===== src/rtl/uart_tx_fifo.sv =====
// UART transmitter with a small transmit FIFO in front of it.
// Words are queued through a valid/ready port and sent as
// start + DATA_W data bits (LSB first) + optional parity + 1 or 2 stop bits.
// Frame format controls are latched when a word leaves the FIFO, so they
// can be changed freely while a frame is on the line.
module uart_tx_fifo #(
   parameter int DATA_W       = 8,
   parameter int CLKS_PER_BIT = 10416,
   parameter int FIFO_DEPTH   = 4
) (
   input  logic                          clk,
   input  logic                          rst,
   input  logic [DATA_W-1:0]             in_data,
   input  logic                          in_valid,
   output logic                          in_ready,
   input  logic                          parity_en,
   input  logic                          parity_odd,
   input  logic                          two_stop,
   output logic                          tx,
   output logic                          busy,
   output logic [$clog2(FIFO_DEPTH):0]   fifo_count
);

   localparam int AW = $clog2(FIFO_DEPTH);
   localparam int CW = $clog2(CLKS_PER_BIT);
   localparam int BW = $clog2(DATA_W);

   localparam logic [AW:0]   FULL       = (AW+1)'(FIFO_DEPTH);
   localparam logic [CW-1:0] CNT_RELOAD = CW'(CLKS_PER_BIT - 1);
   localparam logic [BW-1:0] LAST_BIT   = BW'(DATA_W - 1);

   typedef enum logic [2:0] {
      IDLE   = 3'd0,
      START  = 3'd1,
      DATA   = 3'd2,
      PARITY = 3'd3,
      STOP   = 3'd4
   } state_t;

   // FIFO state
   logic [DATA_W-1:0] mem_q [FIFO_DEPTH];
   logic [DATA_W-1:0] mem_d [FIFO_DEPTH];
   logic [AW-1:0]     wr_ptr_q, wr_ptr_d;
   logic [AW-1:0]     rd_ptr_q, rd_ptr_d;
   logic [AW:0]       count_q, count_d;

   // Transmitter state
   state_t            state_q, state_d;
   logic [CW-1:0]     cnt_q, cnt_d;
   logic [BW-1:0]     bit_q, bit_d;
   logic [DATA_W-1:0] sh_q, sh_d;
   logic              par_q, par_d;
   logic              par_en_q, par_en_d;
   logic              two_stop_q, two_stop_d;
   logic              tx_q, tx_d;

   logic              push;
   logic              pop;
   logic              load;
   logic              bit_end;
   logic [DATA_W-1:0] head;

   assign in_ready   = ~rst & (count_q != FULL);
   assign push       = in_valid & in_ready;
   assign head       = mem_q[rd_ptr_q];
   assign bit_end    = (cnt_q == '0);
   assign tx         = tx_q;
   assign fifo_count = count_q;
   assign busy       = ~rst & ((state_q != IDLE) | (count_q != '0));

   // FIFO next state: write at the tail, read at the head, track occupancy
   always_comb begin
      mem_d    = mem_q;
      wr_ptr_d = wr_ptr_q;
      rd_ptr_d = rd_ptr_q;
      count_d  = count_q;
      if (push) begin
         mem_d[wr_ptr_q] = in_data;
         wr_ptr_d        = wr_ptr_q + AW'(1);
      end
      if (pop) begin
         rd_ptr_d = rd_ptr_q + AW'(1);
      end
      case ({push, pop})
         2'b10:   count_d = count_q + (AW+1)'(1);
         2'b01:   count_d = count_q - (AW+1)'(1);
         default: count_d = count_q;
      endcase
   end

   // Storage array holds no control state, so it is left out of reset
   always_ff @(posedge clk) begin
      mem_q <= mem_d;
   end

   // FIFO pointers and occupancy
   always_ff @(posedge clk) begin
      if (rst) begin
         wr_ptr_q <= '0;
         rd_ptr_q <= '0;
         count_q  <= '0;
      end else begin
         wr_ptr_q <= wr_ptr_d;
         rd_ptr_q <= rd_ptr_d;
         count_q  <= count_d;
      end
   end

   // Transmit FSM: bit timing, serialisation and frame-to-frame hand-off
   always_comb begin
      state_d    = state_q;
      cnt_d      = cnt_q;
      bit_d      = bit_q;
      sh_d       = sh_q;
      par_d      = par_q;
      par_en_d   = par_en_q;
      two_stop_d = two_stop_q;
      tx_d       = tx_q;
      load       = 1'b0;

      if (state_q != IDLE && !bit_end) begin
         cnt_d = cnt_q - CW'(1);
      end

      case (state_q)
         IDLE: begin
            tx_d = 1'b1;
            if (count_q != '0) load = 1'b1;
         end
         START: begin
            if (bit_end) begin
               state_d = DATA;
               tx_d    = sh_q[0];
               sh_d    = sh_q >> 1;
               bit_d   = '0;
               cnt_d   = CNT_RELOAD;
            end
         end
         DATA: begin
            if (bit_end) begin
               cnt_d = CNT_RELOAD;
               if (bit_q == LAST_BIT) begin
                  bit_d = '0;
                  if (par_en_q) begin
                     state_d = PARITY;
                     tx_d    = par_q;
                  end else begin
                     state_d = STOP;
                     tx_d    = 1'b1;
                  end
               end else begin
                  tx_d  = sh_q[0];
                  sh_d  = sh_q >> 1;
                  bit_d = bit_q + BW'(1);
               end
            end
         end
         PARITY: begin
            if (bit_end) begin
               state_d = STOP;
               tx_d    = 1'b1;
               bit_d   = '0;
               cnt_d   = CNT_RELOAD;
            end
         end
         STOP: begin
            // bit_q counts stop bits already completed
            if (bit_end) begin
               if (two_stop_q && bit_q == '0) begin
                  bit_d = BW'(1);
                  cnt_d = CNT_RELOAD;
               end else if (count_q != '0) begin
                  load = 1'b1;
               end else begin
                  state_d = IDLE;
                  tx_d    = 1'b1;
               end
            end
         end
         default: begin
            state_d = IDLE;
            tx_d    = 1'b1;
         end
      endcase

      // Start of a new frame: take the head word and snapshot the format
      if (load) begin
         sh_d       = head;
         par_d      = (^head) ^ parity_odd;
         par_en_d   = parity_en;
         two_stop_d = two_stop;
         cnt_d      = CNT_RELOAD;
         bit_d      = '0;
         state_d    = START;
         tx_d       = 1'b0;
      end
   end

   assign pop = load;

   // Transmitter registers; reset aborts any frame and idles the line high
   always_ff @(posedge clk) begin
      if (rst) begin
         state_q    <= IDLE;
         cnt_q      <= '0;
         bit_q      <= '0;
         sh_q       <= '0;
         par_q      <= 1'b0;
         par_en_q   <= 1'b0;
         two_stop_q <= 1'b0;
         tx_q       <= 1'b1;
      end else begin
         state_q    <= state_d;
         cnt_q      <= cnt_d;
         bit_q      <= bit_d;
         sh_q       <= sh_d;
         par_q      <= par_d;
         par_en_q   <= par_en_d;
         two_stop_q <= two_stop_d;
         tx_q       <= tx_d;
      end
   end

endmodule


===== config.mk =====
export PLATFORM = sky130hd
export DESIGN_NAME = uart_tx_fifo
export DESIGN_NICKNAME = d
export VERILOG_FILES = /design/src/rtl/uart_tx_fifo.sv
export SDC_FILE = /design/constraint.sdc
export NUM_CORES = 1
export LEC_CHECK = 0
export ABC_CLOCK_PERIOD_IN_PS = 3500
export CELL_PAD_IN_SITES_DETAIL_PLACEMENT = 0
export CELL_PAD_IN_SITES_GLOBAL_PLACEMENT = 2
export CORE_ASPECT_RATIO = 1.5
export CORE_MARGIN = 5
export CORE_UTILIZATION = 35
export CTS_CLUSTER_SIZE = 16
export DETAILED_ROUTE_END_ITERATION = 8
export PLACE_DENSITY_LB_ADDON = 0.1
export SYNTH_ARGS = -nofsm -noshare
export SYNTH_HDL_FRONTEND = slang
export SYNTH_SLANG_ARGS = --single-unit

===== constraint.sdc =====
create_clock -name clk -period 3.5 [get_ports clk]
set_input_delay 0.7 -clock clk [delete_from_list [all_inputs] [get_ports clk]]
set_output_delay 0.7 -clock clk [all_outputs]
set_load 0.005 [all_outputs]

==> metrics.csv <==
metric,value,unit
outcome,"complete, no violations",
totalNegativeSetupSlack,0,ns
worst_slew_pin_slew,0.5711,ns
grt_util_all_layers,0.1233,
floorplan.core_area,0.009200,mm²
fraction_of_the_yosys_area_taken_by_sequential_cells,0.5342,
post_cts.repair.setup_buffers,0,
seq_power_share,0.344,
synth.cell_area,0.003261,mm²
insertedDiodeCount,0,
worstSetupPathType,in2out,
cts_hold_repair.buffers,0,
dp.final_hpwl,4.678,mm
worst-endpoint-arrival,2.08,ns
drv_cap,0,
unrepaired_setup_endpoints_after_global_routing,no,
post_drt_via_cell_ratio,5.084,
tritoncts_clock_tree,yes,
filler_cell_count,903,
critPathMaxFanout,33,
synth_most_common_cell,dfxtp_1,
number_of_max_slew_violations_in_the_final_report,0,
die_area,0.01139,mm²
tritoncts_num_sinks,71,
worst_hold_path.num_cells,2,
layout_worst_path_cycle_share,0.7937,
grt_antenna_before_repair,0,
critical_path.cell_chain,clkdlybuf4s50_1 > buf_4 > a21oi_1 > clkdlybuf4s50_1,
worstPathRequired,2.80,ns
synth_enable_flop_cells,32,
cts_root_buffer,clkbuf_16,
placement.io_buffers,19,
clock.fmax,360.0,MHz
grt_remaining_overflow,0,
yosys-top-cells-area,"edfxtp_1 29%, dfxtp_1 24%, a21oi_1 3.8%, ha_1 3.8%, xnor2_1 3.8%",
cts-resized-gates,0,
gp_congestion,0.7338,
cts_h_tree_lvls,3,
final_antenna_net_count,0,
core.rowCount,43,
drt_iter0_markers,104,
total_leakage_power,1.383,nW
p_int,2.288,mW
final.min_clock_period,2.778,ns
critical_path.startpoint_type,primary input,
crit_path_max_incr_delay,0.49,ns
synth-warning-count,0,
power_switching_share,0.3387,
clk-insertion-delay-late,0.33,ns
netSwitchingPower,1.172,mW
area_growth_syn_to_layout,19.61,%
detail_route.wirelength,6.515,mm
place_worst_setup_slack,0.5997,ns
crit_path_top_delay_cell,clkdlybuf4s50_1,
syn-num-nets,314,
dieWidth,88.81,µm
post-synth-top-area-cell,edfxtp_1,
final_non_filler_cell_area,0.003900,mm²
finalClockSkew,0.007311,ns
pwr-share-comb,0.371,
final-setup-viol-count,0,
critical_path.top_delay_family,buffers and inverters,
synth_ff_type,dfxtp_1,
cp.depth,4,
route.detailed.wl_per_inst,15.19,µm
hp-class,reg2reg,
power_density,887.0,mW/mm²
drt_pass1_iterations,4,
cp-end-kind,output port,
die_y,128.2,µm
placed_cell_area,0.003576,mm²
synth_common_cells,"39 x dfxtp_1, 32 x edfxtp_1, 32 x nor2_1",
dp_cells,413,
synth_largest_type_area_fraction,0.2947,
power.ir.vdd_worst,0.3870,mV
p_clk_frac,0.285,
relSlewSlack,0.6179,
timing.reg2reg.worst_path_depth,11,
multiInputGateArea,0.001418,mm²
post-route-worst-setup-slack,0.7220,ns
vias_in_the_first_global_route,2140,
grt_pass1_wl,10.47,mm
cts-buffers-inserted,9,
path_clk_slew,0.06,ns
synthArstFlopShare,0,
remaining_drc_errors,0,
postSynthAreaPerCell,11.28,µm²
postSynthRegisterBits,71,
clk_path_buf_depth,2,
design.final.nets,337,
critPathMostFrequentCell,clkdlybuf4s50_1,
initial_utilization,0.3544,
total_area_of_sequential_cells,0.001742,mm²
grt_max_degree,34,
post_synth_cell_types,49,
layoutNonFillerInstCount,429,
design.portCount,20,
critical_path_buf_inv_count,3,
total_power,3.459,mW
vias,2181,
hold_viol,0,
syn_inst,289,
drive_gt1_frac,0.08833,
==> area by class of cell <==
type,count,area share
sequential,71,0.4466
tap,112,0.03593
multi-input combinational,193,0.3635
inverter,13,0.01251
clock buffer,11,0.06224
clock inverter,5,0.02085
timing repair buffer,24,0.05839
==> final timing paths <==
kind                              from                          to  slack, ns
setup / recovery                   rst                        busy       0.72
hold / removal    sh_q[1]$_SDFFE_PP0P_        sh_q[1]$_SDFFE_PP0P_       0.46
setup reg to reg   cnt_q[0]$_SDFF_PP0_  fifo_count[2]$_SDFFE_PP0P_       0.85
hold reg to reg   sh_q[1]$_SDFFE_PP0P_        sh_q[1]$_SDFFE_PP0P_       0.46
==> through the flow <==
| step | utilization | hold slack (ns) |
|---|---|---|
| 2_1_floorplan | - | 0.4365 |
| 6_report | 0.4239 | 0.4568 |
| 3_5_place_dp | 0.3887 | 0.4510 |
| 3_3_place_gp | 0.3887 | 0.4483 |
| 4_1_cts | 0.4239 | 0.4590 |
| 5_1_grt | 0.4239 | 0.4770 |
==> layout by cell type (no fill, tap or decap), types with 3 or more instances in the layout <==
master / instances
nor3_1: 7
xor2_1: 9
nor2_1: 32
nor3b_1: 3
nor2b_1: 3
clkdlybuf4s50_1: 19
nand3_1: 6
clkbuf_16: 9
ha_1: 10
nand3b_1: 3
nand4b_1: 3
buf_4: 5
o21ai_0: 6
a21oi_1: 25
edfxtp_1: 32
nor4_1: 3
nand2_1: 18
mux2i_1: 5
and3_1: 4
xnor2_1: 14
a22oi_1: 7
mux4_2: 4
mux4_1: 4
inv_1: 13
dfxtp_1: 39
==> cells by family (layout without fill, tap and decap cells) <==
| kind of cell | count (synthesis) | in the layout | synth area share |
|---|---|---|---|
| AND/OR/NAND/NOR | 92 | 92 | 0.1428 |
| AO/OA/AOI/OAI | 51 | 51 | 0.09325 |
| buffers and inverters | 25 | 53 | 0.03300 |
| adder cells (fa/ha/maj) | 11 | 11 | 0.04451 |
| flip-flops | 71 | 71 | 0.5342 |
| multiplexers | 14 | 14 | 0.07867 |
| XOR/XNOR | 25 | 25 | 0.07368 |
==> routing by layer <==
layer	part of all wire	routed length, µm	GRT usage	vias up
li1	-	-	-	1092
met1	0.41	2678	0.1384	1057
met2	0.54	3535	0.2113	22
met3	0.023	149	0.02379	10
met4	0.023	150	0.07206	0
met5	0	0	0	-
==> state kept, by name, indices dropped and copies added (netlist names) <==
| register | cells |
|---|---|
| bit_q | 3 |
| cnt_q | 14 |
| fifo_count | 3 |
| mem_q | 32 |
| par_en_q | 1 |
| par_q | 1 |
| rd_ptr_q | 2 |
| sh_q | 8 |
| state_q | 3 |
| two_stop_q | 1 |
| tx | 1 |
| wr_ptr_q | 2 |
==> worst min-delay path, cell delays in order, from the launching register on <==
cell     delay [ns]
dfxtp_1        0.31
nand2_1        0.05
a21oi_1        0.05
==> power by group through the flow <==
stage	Sequential [mW]	Clock, mW	Combinational [mW]
5_1_grt	1.22	1.05	1.45
3_3_place_gp	1.21	0	1.30
4_1_cts	1.19	1.01	1.32
3_5_place_dp	1.21	0	1.31
6_report	1.19	0.986	1.28
2_1_floorplan	1.13	0	1.05
Note: power is estimated with default switching activity, not from simulation.
